$ cat config.mk
export PLATFORM = sky130hd
export DESIGN_NAME = next_pc_unit_flat
export DESIGN_NICKNAME = d
export VERILOG_FILES = /design/src/rtl/next_pc_unit_if.sv /design/src/rtl/next_pc_unit.sv /design/src/flat_wrapper.sv
export SDC_FILE = /design/constraint.sdc
export NUM_CORES = 1
export LEC_CHECK = 0
export BUFFER_PORTS_ARGS = -buffer_cell sky130_fd_sc_hd__buf_4
export CAP_MARGIN = 20
export CORE_MARGIN = 3
export CORE_UTILIZATION = 45
export DETAILED_ROUTE_END_ITERATION = 16
export PLACE_DENSITY = 0.81
export SLEW_MARGIN = 20
export SYNTH_ARGS = -nofsm -noshare
export SYNTH_HDL_FRONTEND = slang
export SYNTH_SLANG_ARGS = --single-unit
$ cat constraint.sdc
create_clock -name clk -period 5.35 [get_ports clk]
set_clock_uncertainty 0.15 [all_clocks]
set_input_delay 0.2675 -clock clk [delete_from_list [all_inputs] [get_ports clk]]
set_output_delay 0.2675 -clock clk [all_outputs]
set_load 0.005 [all_outputs]
$ cat src/rtl/next_pc_unit_if.sv
// Bundle of ID-stage redirect inputs and fetch-side outputs between the
// pipeline and the next-PC unit.
interface next_pc_unit_if;
    logic        stall;
    logic [2:0]  br_op;
    logic        equal;
    logic        greater;
    logic        less;
    logic [1:0]  jump_op;
    logic [31:0] id_pc;
    logic [15:0] imm16;
    logic [25:0] imm26;
    logic [31:0] jr_target;
    logic        exc_req;
    logic        eret;
    logic [31:0] epc;
    logic [31:0] pc;
    logic        taken;
    logic        if_bd;
    logic        if_adel;
    logic        if_flush;

    modport master (
        output stall, br_op, equal, greater, less, jump_op, id_pc,
               imm16, imm26, jr_target, exc_req, eret, epc,
        input  pc, taken, if_bd, if_adel, if_flush
    );

    modport slave (
        input  stall, br_op, equal, greater, less, jump_op, id_pc,
               imm16, imm26, jr_target, exc_req, eret, epc,
        output pc, taken, if_bd, if_adel, if_flush
    );
endinterface

$ cat src/rtl/next_pc_unit.sv
// Fetch PC register with branch/jump resolution from ID, eret return and
// exception entry; flags delay slots, fetch address errors and IF flushes.
module next_pc_unit (
    input  logic           clk,
    input  logic           reset,
    next_pc_unit_if.slave  bus
);
    localparam logic [31:0] RESET_PC   = 32'h0000_3000;
    localparam logic [31:0] EXC_VECTOR = 32'h0000_4180;
    localparam logic [31:0] ADDR_LO    = 32'h0000_3000;
    localparam logic [31:0] ADDR_HI    = 32'h0000_6FFC;

    typedef enum logic [2:0] {
        BR_NONE = 3'd0,
        BR_BEQ  = 3'd1,
        BR_BNE  = 3'd2,
        BR_BGTZ = 3'd3,
        BR_BLEZ = 3'd4,
        BR_BLTZ = 3'd5,
        BR_BGEZ = 3'd6,
        BR_RSVD = 3'd7
    } br_kind_t;

    logic [31:0] pc_q;
    logic [31:0] id_pc_plus4;
    logic [31:0] branch_target;
    logic [31:0] jump_target;
    logic [31:0] redirect_target;
    logic        branch_cond;
    logic        jump_taken;
    logic        taken;

    always_comb begin
        branch_cond = 1'b0;
        case (br_kind_t'(bus.br_op))
            BR_BEQ:  branch_cond = bus.equal;
            BR_BNE:  branch_cond = !bus.equal;
            BR_BGTZ: branch_cond = bus.greater;
            BR_BLEZ: branch_cond = !bus.greater;
            BR_BLTZ: branch_cond = bus.less;
            BR_BGEZ: branch_cond = !bus.less;
            default: branch_cond = 1'b0;
        endcase
    end

    assign jump_taken    = (bus.jump_op == 2'd1) || (bus.jump_op == 2'd2);
    assign taken         = branch_cond || jump_taken;
    assign id_pc_plus4   = bus.id_pc + 32'd4;
    assign branch_target = id_pc_plus4 + {{14{bus.imm16[15]}}, bus.imm16, 2'b00};
    assign jump_target   = {id_pc_plus4[31:28], bus.imm26, 2'b00};

    // Jumps only redirect when jump_op is valid, so they win over the branch path.
    always_comb begin
        redirect_target = branch_target;
        if (bus.jump_op == 2'd2)
            redirect_target = bus.jr_target;
        else if (bus.jump_op == 2'd1)
            redirect_target = jump_target;
    end

    always_ff @(posedge clk or posedge reset) begin
        if (reset)
            pc_q <= RESET_PC;
        else if (bus.exc_req)
            pc_q <= EXC_VECTOR;
        else if (bus.stall)
            pc_q <= pc_q;
        else if (bus.eret)
            pc_q <= bus.epc;
        else if (taken)
            pc_q <= redirect_target;
        else
            pc_q <= pc_q + 32'd4;
    end

    assign bus.pc       = pc_q;
    assign bus.taken    = taken;
    assign bus.if_bd    = (bus.br_op != 3'd0) || (bus.jump_op != 2'd0);
    assign bus.if_adel  = (pc_q[1:0] != 2'b00) || (pc_q < ADDR_LO) || (pc_q > ADDR_HI);
    // Taken branches never flush: their delay slot in IF must execute.
    assign bus.if_flush = bus.eret && !bus.stall && !bus.exc_req;
endmodule
$ cat src/flat_wrapper.sv
// flat-port wrapper written by rule: the top's interface ports become plain ports
module next_pc_unit_flat 
  (clk, reset, bus_stall, bus_br_op, bus_equal, bus_greater, bus_less, bus_jump_op, bus_id_pc, bus_imm16, bus_imm26, bus_jr_target, bus_exc_req, bus_eret, bus_epc, bus_pc, bus_taken, bus_if_bd, bus_if_adel, bus_if_flush);
  next_pc_unit_if bus_i ();
  input  logic clk;
  input  logic reset;
  input wire logic [$bits(bus_i.stall)-1:0] bus_stall;
  input wire logic [$bits(bus_i.br_op)-1:0] bus_br_op;
  input wire logic [$bits(bus_i.equal)-1:0] bus_equal;
  input wire logic [$bits(bus_i.greater)-1:0] bus_greater;
  input wire logic [$bits(bus_i.less)-1:0] bus_less;
  input wire logic [$bits(bus_i.jump_op)-1:0] bus_jump_op;
  input wire logic [$bits(bus_i.id_pc)-1:0] bus_id_pc;
  input wire logic [$bits(bus_i.imm16)-1:0] bus_imm16;
  input wire logic [$bits(bus_i.imm26)-1:0] bus_imm26;
  input wire logic [$bits(bus_i.jr_target)-1:0] bus_jr_target;
  input wire logic [$bits(bus_i.exc_req)-1:0] bus_exc_req;
  input wire logic [$bits(bus_i.eret)-1:0] bus_eret;
  input wire logic [$bits(bus_i.epc)-1:0] bus_epc;
  output wire logic [$bits(bus_i.pc)-1:0] bus_pc;
  output wire logic [$bits(bus_i.taken)-1:0] bus_taken;
  output wire logic [$bits(bus_i.if_bd)-1:0] bus_if_bd;
  output wire logic [$bits(bus_i.if_adel)-1:0] bus_if_adel;
  output wire logic [$bits(bus_i.if_flush)-1:0] bus_if_flush;
  assign bus_i.stall = bus_stall;
  assign bus_i.br_op = bus_br_op;
  assign bus_i.equal = bus_equal;
  assign bus_i.greater = bus_greater;
  assign bus_i.less = bus_less;
  assign bus_i.jump_op = bus_jump_op;
  assign bus_i.id_pc = bus_id_pc;
  assign bus_i.imm16 = bus_imm16;
  assign bus_i.imm26 = bus_imm26;
  assign bus_i.jr_target = bus_jr_target;
  assign bus_i.exc_req = bus_exc_req;
  assign bus_i.eret = bus_eret;
  assign bus_i.epc = bus_epc;
  assign bus_pc = bus_i.pc;
  assign bus_taken = bus_i.taken;
  assign bus_if_bd = bus_i.if_bd;
  assign bus_if_adel = bus_i.if_adel;
  assign bus_if_flush = bus_i.if_flush;
  next_pc_unit u_core (.clk(clk), .reset(reset), .bus(bus_i));
endmodule
=== After elaboration in Yosys (flattened, before gate mapping) ===
Index checks and enable logic that the tools add are counted.

* Bits in registers: 32
* Bits of input ports: 151

* Add/sub/neg operators: 3
* Magnitude comparators: 2
* Equality and inequality tests: 9
* Mux-type cells: 7
* Reduce and logical (&&, ||, !) cells: 15

{| class="wikitable"
|+ Operator list
! kind !! number
|-
| 32-bit 2-to-1 mux || 6
|-
| 32-bit by 3-bit adder with 32-bit output, second input constant || 2
|-
| 32-bit adder || 1
|-
| 32-bit by 15-bit > comparator with 1-bit output, second input constant || 1
|-
| 32-bit by 14-bit less-than comparator with 1-bit output, second input constant || 1
|-
| 3-bit equality test, second input constant || 3
|-
| 3-bit by 2-bit equality test with 1-bit output, second input constant || 2
|-
| 1-bit one-hot mux with 6 select lines || 1
|-
| 1-bit zero test || 5
|-
| 1-bit logical OR || 5
|-
| 2-bit nonzero test || 2
|-
| 3-bit by 1-bit equality test with 1-bit output, second input constant || 1
|-
| 3-bit nonzero test || 1
|-
| 2-bit by 1-bit equality test with 1-bit output, second input constant || 1
|-
| 2-bit equality test, second input constant || 1
|-
| 1-bit logical AND || 2
|-
| 2-bit by 1-bit != test with 1-bit output, second input constant || 1
|}

=== Logic depth before layout (Yosys ltp) ===
Gate-level depths: netlist (run 1).

* Depth after elaboration: 8
* Mapped depth: 16
* Mapped depth without buffers: 16

=== Worst setup path before layout (run 1) ===
Ideal clock, no wire load.

* Kind: in2reg
* Start point: in bus_id_pc[13]
* End point: reg u_core.pc_q[31] (netlist: u_core.bus.pc[31])
* Library setup time: 0.132 ns
* Arrival time: 3.028 ns
* Required time: 5.068 ns
* Path slack: 2.040 ns
* Stages: 14
* Path buffers: 0
* Cell sequence: and4_1 > nand4_1 > nor4_2 > xor2_1 > ha_1 > inv_1 > o21bai_1 > a21oi_1 > a211oi_1 > o211ai_2 > and3_1 > or4_1 > a21oi_1 > o22ai_1

* Word-level cells in the longest chain between the ends: 8

{| class="wikitable"
|+ Ends and longest elaborated chain
! item !! RTL line !! RTL
|-
| start, declared || flat_wrapper.sv:13 || <nowiki>input wire logic [$bits(bus_i.id_pc)-1:0] bus_id_pc;</nowiki>
|-
| 32-bit by 3-bit adder with 32-bit output (*) || next_pc_unit.sv:48 || <nowiki>assign id_pc_plus4 = bus.id_pc + 32'd4;</nowiki>
|-
| 32-bit adder || next_pc_unit.sv:49 || <nowiki>assign branch_target = id_pc_plus4 + {{14{bus.imm16[15]}}, bus.imm16, 2'b00};</nowiki>
|-
| 32-bit 2-to-1 mux (*) || next_pc_unit.sv:57 || <nowiki>else if (bus.jump_op == 2'd1)</nowiki>
|-
| 32-bit 2-to-1 mux (*) || next_pc_unit.sv:55 || <nowiki>if (bus.jump_op == 2'd2)</nowiki>
|-
| 32-bit 2-to-1 mux (*) || next_pc_unit.sv:70 || <nowiki>else if (taken)</nowiki>
|-
| 32-bit 2-to-1 mux (*) || next_pc_unit.sv:68 || <nowiki>else if (bus.eret)</nowiki>
|-
| 32-bit 2-to-1 mux (*) || next_pc_unit.sv:66 || <nowiki>else if (bus.stall)</nowiki>
|-
| 32-bit 2-to-1 mux (*) || next_pc_unit.sv:64 || <nowiki>else if (bus.exc_req)</nowiki>
|-
| end signal, assigned || next_pc_unit.sv:67 || <nowiki>pc_q <= pc_q;</nowiki>
|-
| end signal, assigned || next_pc_unit.sv:69 || <nowiki>pc_q <= bus.epc;</nowiki>
|-
| end signal, assigned || next_pc_unit.sv:71 || <nowiki>pc_q <= redirect_target;</nowiki>
|-
| end, declared || next_pc_unit.sv:24 || <nowiki>logic [31:0] pc_q;</nowiki>
|}

Mark *: on every way between the ends. The rest lies on a longest branch, timed or not. The select of a mux whose other input is x is not followed.
A chain may end at the register's enable or synchronous reset.

=== Worst setup path after layout (run 1) ===
* Start point: in bus_id_pc[4]
* End point: reg u_core.pc_q[31] (netlist: u_core.bus.pc[31])

The elaborated chain is that of the path after synthesis.

==> impl_results.md, run 1 <==
- Initial antenna violation count: 0
- DP Wirelength: 14.36 mm
- Overflow after GRT: 0
- Placer Congestion: 0.9075
- Critical Path AT: 3620 ps
- Layout cells sized above 1: 0.2383
- Top-Level Pins: 187
- Cell area power density: 169.3 nW/um2
- Number of distinct library cells after synthesis: 80
- First-pass GRT wire length: 28.30 mm
- CTS H-tree depth: 2
- Max_cap viols: 0
- Antenna-violating nets left: 0
- CP Cell Sequence: buf_4, and3_1, nand4_1, nor2_1, nand2_1, xnor2_1, ha_1, a21oi_1, o21ai_0, o21bai_1, nand4_1, o211ai_2, a2111oi_1, or4_1, a21oi_1, o22ai_1
- Post-Syn Area: 5379 um2
- Ant. Diodes: 0
- Number of flip-flops under the largest register name: 32
- Multi-input gate area: 4269 um2
- Leak: 3.107 nW
- Total GRT Usage: 0.2602
- Synth top area share: 0.1396
- Syn Inst Count: 753
- DRT Pass-1 Iters: 5
- CTS tree: built
- HP Class: in -> reg
- Critical path's top delay family: simple AND/OR/NAND/NOR gates
- Placed insts: 1053
- DR vias/cell: 5.938
- Layout Nets: 1109
- # Post-CTS Setup Buffers: 0
- Setup_tns: 0 ps
- Finished Layout Cells: 1062
- Initial Utilization: 0.4651
- Dpl ws: 1478 ps
- Clock-pin transition on the worst setup and hold timing paths: 50 ps
- Die W: 115.3 um
- Core area: 11560 um2
- Worst skew pair latency: 270 ps
- F_max: 0.2759 GHz
- Register area: 803.3 um2
- Crit path launch type: input port
- Worst-case vdd ir drop: 0.1017 mV
- Total number of vias: 6306
- Most area-hungry cell type in the Yosys netlist: dfrtp_1
- Detailed router's first-iteration violation count: 507
- IO Port Bufs: 186
- Post-Route WL: 18.10 mm
- Synth Warn #: 0
- Worst Tran Pin Value: 1048 ps
- Final hold vios: 0
- Setup Crit Path Kind: in -> reg
- Die area: 13300 um2
- Pin count of the biggest net entering global routing: 66
- CP Data Required Time: 5340 ps
- Sequential-to-total area share from yosys stat: 0.1493
- Row count: 39
- Layout area overhead: 29.22%
- Outcome: finished clean
- Post-CTS sizing: 0
- Max incr delay on CP: 560 ps
- Synth Register Bits: 32
- Cts bufs inserted: 5
- Most frequent cells in the layout: 191 x buf_4, 93 x nand2_1, 67 x nor2_1
- CP bufs+invs: 1
- Ranking of synthesized cells by area: dfrtp_1 14%, ha_1 9.1%, xnor2_1 8.1%, nand2_1 6.5%, a21oi_1 6.0%
- Clock Path Buffers: 2
- Tcrit/Tclk final: 0.6775
- RSZ-0062 raised after global routing: false
- TritonCTS Sinks: 32
- Most common cell after layout, fill and taps aside: buf_4
- Worst setup margin: 1726 ps
- Critical Path Sink Type: flop
- Async S/R FF share, synth: 1.000
- Vias in the first global route: 5816
- Syn Nets: 944
- Final Setup Violations: 0
- Post-synth EDFFs: 0
- Max stage delay cell, worst path: or4_1
- Fillers: 1088
- Clk root buf: clkbuf_16
- Die height: 115.3 um
- Slew Limit Fails: 0
- Average wire per standard cell: 17.04 um
- Tmin final: 3624 ps
- Hold WS: 63.16 ps
- Synth Area per Inst: 7.143 um2
- Max Fanout on Critical Path: 8
- Remaining DRCs: 0
- Primary FF master, synth: dfrtp_1
- Relative slew slack: 0.3017
## worst register-to-register path, delay by kind of cell (launching register included)
| family | cells | cell delay, ps |
|---|---|---|
| simple gates | 6 | 1200 |
| compound gates | 2 | 370 |
| xor+xnor | 1 | 150 |
| flops | 1 | 480 |
| fa+ha+maj | 1 | 250 |
## layout make-up
type                    count  area share
flip-flops and latches     32      0.1156
clock buffers               8     0.02106
multi-input cells         658      0.6142
inverters                  29     0.01566
well taps                 143     0.02574
repair buffers            192      0.2077
## cells by family (layout without fill, tap and decap cells)
group / count (synthesis) / count (layout) / synth area share
adders and majority gates: 40 / 40 / 0.09444
xor gates and xnor gates: 79 / 79 / 0.1286
buffers and inverters: 63 / 229 / 0.05746
AOI/OAI and AO/OA: 238 / 238 / 0.2903
muxes: 7 / 7 / 0.01349
and+or+nand+nor: 294 / 294 / 0.2663
DFF: 32 / 32 / 0.1493
## through the flow
stage	power (mW)	util	area, um2
after floorplan	0.6598	-	5379
after global placement	0.8801	0.5875	6794
after detailed placement	0.8862	0.5875	6794
after CTS	1.172	0.6010	6950
after global routing	1.252	0.6010	6950
final	1.177	0.6010	6950
## where the power goes
part | total, mW | switching (mW) | internal [mW]
clock | 0.283 | 0.0973 | 0.185
combinational | 0.593 | 0.312 | 0.281
sequential | 0.301 | 0.0373 | 0.264
## path summary, 6_finish.rpt
check	to	cells after the start	slack, ps	start
max	u_core.bus.pc[31]$_DFFE_PP0P_	16	1730	bus_id_pc[4]
min	u_core.bus.pc[12]$_DFFE_PP1P_	3	60	bus_epc[12]
max reg2reg	u_core.bus.pc[30]$_DFFE_PP0P_	10	2650	u_core.bus.pc[2]$_DFFE_PP0P_
min reg2reg	u_core.bus.pc[11]$_DFFE_PP0P_	2	460	u_core.bus.pc[11]$_DFFE_PP0P_
max in group asynchronous	u_core.bus.pc[12]$_DFFE_PP1P_	4	4220	reset
min in group asynchronous	u_core.bus.pc[8]$_DFFE_PP0P_	4	490	reset
## cells in the mapped netlist, drive strengths merged (5+ instances only)
| library cell | instances |
|---|---|
| nand4 | 16 |
| xnor2 | 50 |
| xor2 | 29 |
| o21a | 9 |
| nor4 | 6 |
| nand3 | 36 |
| nor3 | 14 |
| buf | 8 |
| clkbuf | 25 |
| dfrtp | 30 |
| or3 | 5 |
| nand2b | 9 |
| and2 | 9 |
| and3 | 16 |
| a31oi | 8 |
| a21o | 14 |
| nor2 | 67 |
| mux2i | 5 |
| a211oi | 17 |
| ha | 39 |
| nand2 | 93 |
| o21ai | 53 |
| o211ai | 19 |
| a21oi | 65 |
| o22ai | 8 |
| nor2b | 7 |
| inv | 27 |
## routing by layer
| layer | GRT usage | part of all wire | vias to the layer above |
|---|---|---|---|
| met4 | 0.07199 | 0.021 | 0 |
| met2 | 0.4367 | 0.47 | 306 |
| met5 | 0 | 0 | - |
| li1 | - | - | 3084 |
| met3 | 0.02842 | 0.078 | 36 |
| met1 | 0.3545 | 0.43 | 2880 |
## timing repair
action | 4_1_cts | 5_1_grt
endpoints found under the hold margin | 30 | 0
setup endpoints to repair | 0 | 0
hold buffers | 1 | 0
No activity file was read; power rests on OpenSTA's default activity.
==> run 2: changes to the inputs <==
clock period = 3.7 ns   (was 5.35 ns; I/O delays follow)
==> run 2 against run 1 <==
  * Final cell count increased by 1.4%
  * Via count decreased by 0.81%
  * Critical endpoint is now u_core.bus.pc[30]$_DFFE_PP0P_
  * Clock power increased by 46%
  * Combinational power increased by 47%
  * Largest power group unchanged
  * Cell area increased by 1.8%
  * Largest cell class unchanged
==> impl_results.md, run 2 (synthesis results as in run 1) <==
- First-pass GRT wire length: 28.55 mm (was 28.30 mm)
- Vias in the first global route: 5718 (was 5816)
- Worst Tran Pin Value: 792.9 ps (was 1048 ps)
- Initial antenna violation count: 0 (unchanged)
- Die height: 115.3 um (unchanged)
- Placed Area: 6892 um2 (was 6794 um2)
- Cts bufs inserted: 5 (unchanged)
- Met3 Usage GRT: 0.02947 (was 0.02842)
- Pin count of the biggest net entering global routing: 66 (unchanged)
- Gr busiest metal: met2 (unchanged)
- Ant. Diodes: 0 (unchanged)
- Clk root buf: clkbuf_16 (unchanged)
- IO Port Bufs: 186 (unchanged)
- Placer Congestion: 0.9029 (was 0.9075)
- Top-Level Pins: 187 (unchanged)
- Outcome: finished clean (unchanged)
- Initial Utilization: 0.4651 (unchanged)
- Grt met2 use: 0.4390 (was 0.4367)
- Finished Layout Cells: 1077 (was 1062)
- Final instance area: 7077 um2 (was 6950 um2)
- Tcrit/Tclk final: 0.9155
- Detailed router's first-iteration violation count: 591 (was 507)
- Leak: 3.191 nW (was 3.107 nW)
- Overflow after GRT: 0 (unchanged)
- RSZ-0062 raised after global routing: false (unchanged)
- Layout Nets: 1124 (was 1109)
- Post-Route WL: 18.08 mm (was 18.10 mm)
- Setup Crit Path Kind: in -> reg (unchanged)
- Layout area overhead: 31.57% (was 29.22%)
- Final hold vios: 0 (unchanged)
- Hold WS: 34.58 ps (was 63.16 ps)
- CP Data Required Time: 3710 ps (was 5340 ps)
- CTS H-tree depth: 2 (unchanged)
- Total GRT Usage: 0.2640 (was 0.2602)
- Worst-case vdd ir drop: 0.1401 mV (was 0.1017 mV)
- Tmin final: 3387 ps
- GR Util met1: 0.3689 (was 0.3545)
- Row count: 39 (unchanged)
- CP Launch Point: bus_id_pc[4] (unchanged)
- Most common cell after layout, fill and taps aside: buf_4 (unchanged)
- Hold_sp: bus_jr_target[17] (was bus_epc[12])
- Max_cap viols: 0 (unchanged)
- Clock Path Buffers: 2 (unchanged)
- DP Wirelength: 14.52 mm (was 14.36 mm)
- Average wire per standard cell: 16.79 um (was 17.04 um)
- Slew Limit Fails: 0 (unchanged)
- Critical Path Sink Type: flop (unchanged)
- Clock-pin transition on the worst setup and hold timing paths: 50 ps (about the same)
- Remaining DRCs: 0 (unchanged)
- Placed insts: 1066 (was 1053)
- Core area: 11560 um2 (unchanged)
- TritonCTS Sinks: 32 (unchanged)
- DRT Pass-1 Iters: 5 (unchanged)
- HP Class: in -> reg (unchanged)
- Die area: 13300 um2 (unchanged)
- Worst skew pair latency: 280 ps (was 270 ps)
- Number of flip-flops under the largest register name: 32 (unchanged)
- Cell area power density: 242.6 nW/um2 (was 169.3 nW/um2)
- Final Setup Violations: 0 (unchanged)
- Layout cells sized above 1: 0.2505 (was 0.2383)
- Most frequent cells in the layout: 205 x buf_4, 93 x nand2_1, 66 x nor2_1 (was 191 x buf_4, 93 x nand2_1, 67 x nor2_1)
- DR vias/cell: 5.808 (was 5.938)
- Overall power: 1.717 mW (was 1.177 mW)
- Relative slew slack: 0.4708 (was 0.3017)
- Max Fanout on Critical Path: 5 (was 8)
- Critical Path AT: 3400 ps (was 3620 ps)
- Crit path launch type: input port (unchanged)
- CTS tree: built (unchanged)
- Fillers: 1108 (was 1088)
- Antenna-violating nets left: 0 (unchanged)
- Die W: 115.3 um (unchanged)
- Total number of vias: 6255 (was 6306)
- F_max: 0.2952 GHz
- Reg-to-Reg Start: u_core.bus.pc[2]$_DFFE_PP0P_ (unchanged)
run 2: changes by cell type in the layout (fill, tap and decap cells not counted):
cell           before  now
dlygate4sd3_1       1    2
nor4_4              0    1
nor2_1             67   66
nor4_2              1    0
buf_4             191  205
nor2_2              0    1
run 2: report_power, final:
part | total, mW | switching [mW] | internal [mW]
Clock | 0.412 | 0.144 | 0.268
Combinational | 0.869 | 0.454 | 0.416
Sequential | 0.435 | 0.0540 | 0.381
Total | 1.72 | 0.652 | 1.07
run 2: repair_timing:
| action | CTS | global route |
|---|---|---|
| buffers inserted | 0 | 1 |
| hold buffers | 2 | 0 |
| setup endpoints to repair | 0 | 2 |
| endpoints found under the hold margin | 19 | 0 |
| gates resized for setup | 0 | 2 |
run 2: layer usage:
layer / vias up / part of all wire
li1: 3119 / -
met1: 2847 / 0.43
met2: 267 / 0.47
met3: 22 / 0.084
met4: 0 / 0.017
met5: - / 0
run 2: per-stage QoR:
step	util	worst slack [ps]	setup TNS, ps
2_1_floorplan	-	472.1	0
3_3_place_gp	0.5959	73.61	0
3_5_place_dp	0.5959	-50.81	-50.81
4_1_cts	0.6103	199.4	0
5_1_grt	0.6119	2.226	0
6_report	0.6119	312.6	0
run 2: cell type report:
cell class	instances	area, um2	area share
Inverter	29	108.9	0.01538
Multi-Input combinational cell	658	4280	0.6048
Clock buffer	8	146.4	0.02069
Timing Repair Buffer	207	1559	0.2203
Tap cell	143	178.9	0.02528
Sequential cell	32	803.3	0.1135
run 2: critical path, stage by stage:
cell and delay (ps):
buf_4 110, and3_1 180, and2_1 170, nand3_1 100, xnor2_1 210, ha_1 290, a21o_1 210, a21oi_1 170
or4b_1 470, a31oi_2 260, a31oi_1 230, a211oi_2 270, xnor2_1 170, nor3_1 70, o32ai_1 300
run 2: worst paths after layout:
check,slack (ps),cells past startpoint,to
max,310,15,u_core.bus.pc[30]$_DFFE_PP0P_
min,30,3,u_core.bus.pc[17]$_DFFE_PP0P_
max reg2reg,900,10,u_core.bus.pc[30]$_DFFE_PP0P_
min reg2reg,450,2,u_core.bus.pc[11]$_DFFE_PP0P_
max in group asynchronous,2160,4,u_core.bus.pc[12]$_DFFE_PP1P_
min in group asynchronous,490,3,u_core.bus.pc[6]$_DFFE_PP0P_
==> run 3: changes to the inputs <==
ABC_AREA = 1   (was unset)
PLACE_DENSITY = 0.79   (was 0.81)
==> run 3 against run 2 <==
  * Clock power grew 26%
  * Die area increased by 12%
  * Sequential power is 2% higher
  * Total power rose by 11%
  * Via count up 28%
  * Register-to-register slack better by 320 ps
  * Synthesized cell count rose by 50%
  * Non-clock buffer count shrank 2
  * Combinational power rose by 9.6%
  * Critical endpoint is now u_core.bus.pc[27]$_DFFE_PP0P_
  * Critical path type unchanged
  * Sequential share of layout area shrank 1.2 points
  * Largest power group unchanged
==> impl_results.md, run 3 <==
- RSZ-0062 raised after global routing: false (unchanged)
- Clk root buf: clkbuf_16 (unchanged)
- Tcrit/Tclk final: 0.8850 (was 0.9155)
- TritonCTS Sinks: 32 (unchanged)
- Pin count of the biggest net entering global routing: 47 (was 66)
- Most frequent cells in the layout: 389 x nand2_1, 204 x buf_4, 144 x nor2_1 (was 205 x buf_4, 93 x nand2_1, 66 x nor2_1)
- Detailed router's first-iteration violation count: 686 (was 591)
- Number of flip-flops under the largest register name: 32 (unchanged)
- Most common cell after layout, fill and taps aside: nand2_1 (was buf_4)
- Total number of vias: 8031 (was 6255)
- Worst-case vdd ir drop: 0.1592 mV (was 0.1401 mV)
- Most area-hungry cell type in the Yosys netlist: nand2_1 (was dfrtp_1)
- Max stage delay cell, worst path: ha_1 (was or4b_1)
- Leak: 4.156 nW (was 3.191 nW)
- Slew Limit Fails: 0 (unchanged)
- Cells on Worst Hold Path: 3 (unchanged)
- Antenna-violating nets left: 0 (unchanged)
- Critical Path Sink Type: flop (unchanged)
- DR vias/cell: 5.408 (was 5.808)
- Layout cells sized above 1: 0.1752 (was 0.2505)
- Setup_tns: 0 ps (unchanged)
- Setup Crit Path Kind: in -> reg (unchanged)
- Die area: 14950 um2 (was 13300 um2)
- Max Fanout on Critical Path: 5 (unchanged)
- Cell area power density: 242.4 nW/um2 (was 242.6 nW/um2)
- Remaining DRCs: 0 (unchanged)
- Syn Nets: 1320 (was 944)
- CTS H-tree depth: 2 (unchanged)
- Reg-to-Reg Start: u_core.bus.pc[2]$_DFFE_PP0P_ (unchanged)
- Die height: 122.3 um (was 115.3 um)
- Total GRT Usage: 0.2909 (was 0.2640)
- Async S/R FF share, synth: 1.000 (unchanged)
- Final hold vios: 0 (unchanged)
- Synth top area share: 0.2401 (was 0.1396)
- Sequential-to-total area share from yosys stat: 0.1321 (was 0.1493)
- Row count: 41 (was 39)
- Initial Utilization: 0.4705 (was 0.4651)
- Final instance area: 7889 um2 (was 7077 um2)
- Synth Register Bits: 32 (unchanged)
- Post-Syn Area: 6082 um2 (was 5379 um2)
- Ranking of synthesized cells by area: nand2_1 24%, dfrtp_1 12%, nor2_1 8.9%, ha_1 8.0%, inv_1 8.0% (was dfrtp_1 14%, ha_1 9.1%, xnor2_1 8.1%, nand2_1 6.5%, a21oi_1 6.0%)
- Post-synth EDFFs: 0 (unchanged)
- Relative slew slack: 0.4319 (was 0.4708)
- Core area: 12930 um2 (was 11560 um2)
- Hold_sp: bus_epc[3] (was bus_jr_target[17])
- Syn Inst Count: 1129 (was 753)
- First-pass GRT wire length: 35.22 mm (was 28.55 mm)
- Tmin final: 3274 ps (was 3387 ps)
- Max incr delay on CP: 380 ps (was 470 ps)
- R2R setup slack: 1220 ps (was 900 ps)
- Crit path launch type: input port (unchanged)
- Synth Warn #: 0 (unchanged)
- Hold endpoint: u_core.bus.pc[3]$_DFFE_PP0P_ (was u_core.bus.pc[17]$_DFFE_PP0P_)
- Placed Area: 7690 um2 (was 6892 um2)
- Worst skew pair latency: 290 ps (was 280 ps)
- Post-Route WL: 22.37 mm (was 18.08 mm)
- Overflow after GRT: 0 (unchanged)
- Worst Tran Pin Value: 848.9 ps (was 792.9 ps)
- Die W: 122.3 um (was 115.3 um)
- Ant. Diodes: 0 (unchanged)
- DP Wirelength: 18.15 mm (was 14.52 mm)
- Max_cap viols: 0 (unchanged)
- Worst r2r dst: u_core.bus.pc[30]$_DFFE_PP0P_ (unchanged)
- Clock Path Buffers: 2 (unchanged)
- Primary FF master, synth: dfrtp_1 (unchanged)
- Final Setup Violations: 0 (unchanged)
- Layout Nets: 1503 (was 1124)
- CTS tree: built (unchanged)
- Placer Congestion: 0.9771 (was 0.9029)
- Number of distinct library cells after synthesis: 43 (was 80)
- Synth Area per Inst: 5.387 um2 (was 7.143 um2)
- # Post-CTS Setup Buffers: 0 (unchanged)
- Reg2Reg Depth: 16 (was 10)
- Average wire per standard cell: 15.06 um (was 16.79 um)
- F_max: 0.3054 GHz (was 0.2952 GHz)
- Layout area overhead: 29.71% (was 31.57%)
- DRT Pass-1 Iters: 5 (unchanged)
- Most frequent cell on the critical path: nand2_1 (was xnor2_1)
- Outcome: finished clean (unchanged)
- Vias in the first global route: 7362 (was 5718)
- IO Port Bufs: 186 (unchanged)
- Top-Level Pins: 187 (unchanged)
- Initial antenna violation count: 0 (unchanged)
- CP Data Required Time: 3730 ps (was 3710 ps)
- Clock-pin transition on the worst setup and hold timing paths: 50 ps (about the same)
- HP Class: in -> reg (unchanged)
- Critical Path AT: 3300 ps (was 3400 ps)
- Overall power: 1.913 mW (was 1.717 mW)
- Commonest cells post-synth: 389 x nand2_1, 144 x nor2_1, 129 x inv_1 (was 93 x nand2_1, 67 x nor2_1, 64 x a21oi_1)
- Most common cell in the synthesized netlist: nand2_1 (unchanged)
- Cts bufs inserted: 5 (unchanged)
==> run 3: logic make-up after synthesis <==
family,count (synthesis),share of synthesized area
simple gates,663,0.4516
compound gates,191,0.1689
buf+inv,162,0.1049
xor+xnor,41,0.05904
fa+ha+maj,40,0.08352
flops,32,0.1321
==> run 3: area by class of cell <==
class	instances	area, um2
Tap cell	172	215.2
Sequential cell	32	803.3
Multi-Input combinational cell	935	4647
Clock inverter	1	30.03
Fill cell	1338	5039
Clock buffer	7	152.6
Timing Repair Buffer	205	1541
Inverter	133	499.2
==> run 3: through the flow <==
stage / std cells / utilization / hold WS [ps] / worst slack (ps)
global route: 1485 / 0.6102 / 2.844 / 41.40
detailed placement: 1476 / 0.5949 / 94.86 / 117.5
CTS: 1485 / 0.6098 / 1.293 / 408.5
finish: 1485 / 0.6102 / 4.656 / 425.6
floorplan: 1129 / - / 149.7 / 823.3
global placement: 1476 / 0.5949 / 89.73 / 180.9
==> run 3: report_power, final <==
| part | switching, mW | total, mW | leakage [nW] | internal [mW] |
|---|---|---|---|---|
| clock | 0.163 | 0.518 | 0.0901 | 0.355 |
| combinational | 0.552 | 0.952 | 3.65 | 0.400 |
| sequential | 0.0602 | 0.443 | 0.411 | 0.382 |
| total | 0.775 | 1.91 | 4.16 | 1.14 |
==> run 3: how the worst max path moves through the flow <==
stage	from	to	slack [ps]	cells after the start
6_report	bus_id_pc[2]	u_core.bus.pc[27]$_DFFE_PP0P_	430	25
5_1_grt	bus_id_pc[2]	u_core.bus.pc[27]$_DFFE_PP0P_	40	25
4_1_cts	bus_id_pc[2]	u_core.bus.pc[27]$_DFFE_PP0P_	410	25
3_5_place_dp	bus_id_pc[2]	u_core.bus.pc[27]$_DFFE_PP0P_	120	25
3_3_place_gp	bus_id_pc[2]	u_core.bus.pc[27]$_DFFE_PP0P_	180	25
2_1_floorplan	bus_id_pc[2]	u_core.bus.pc[29]$_DFFE_PP0P_	820	23
==> run 3: worst max-delay path: cells and delay by family <==
| kind | cells | cell delay, ps |
|---|---|---|
| buffers and inverters | 3 | 250 |
| xor gates and xnor gates | 1 | 140 |
| adders and majority gates | 2 | 550 |
| and+or+nand+nor | 19 | 2170 |
==> run 3: layer usage <==
metal	share of wire	up-vias	track usage	wire length [um]
li1	-	4007	-	-
met1	0.44	3622	0.3944	9732
met2	0.46	360	0.4875	10290
met3	0.085	42	0.04516	1900
met4	0.020	0	0.06648	443
met5	0	-	0	0
==> run 3: what timing repair did <==
action                     4_1_cts  5_1_grt
hold buffers                     1        0
setup endpoints to repair        0        3
hold endpoints to repair        12        0
gates resized for setup          0        1
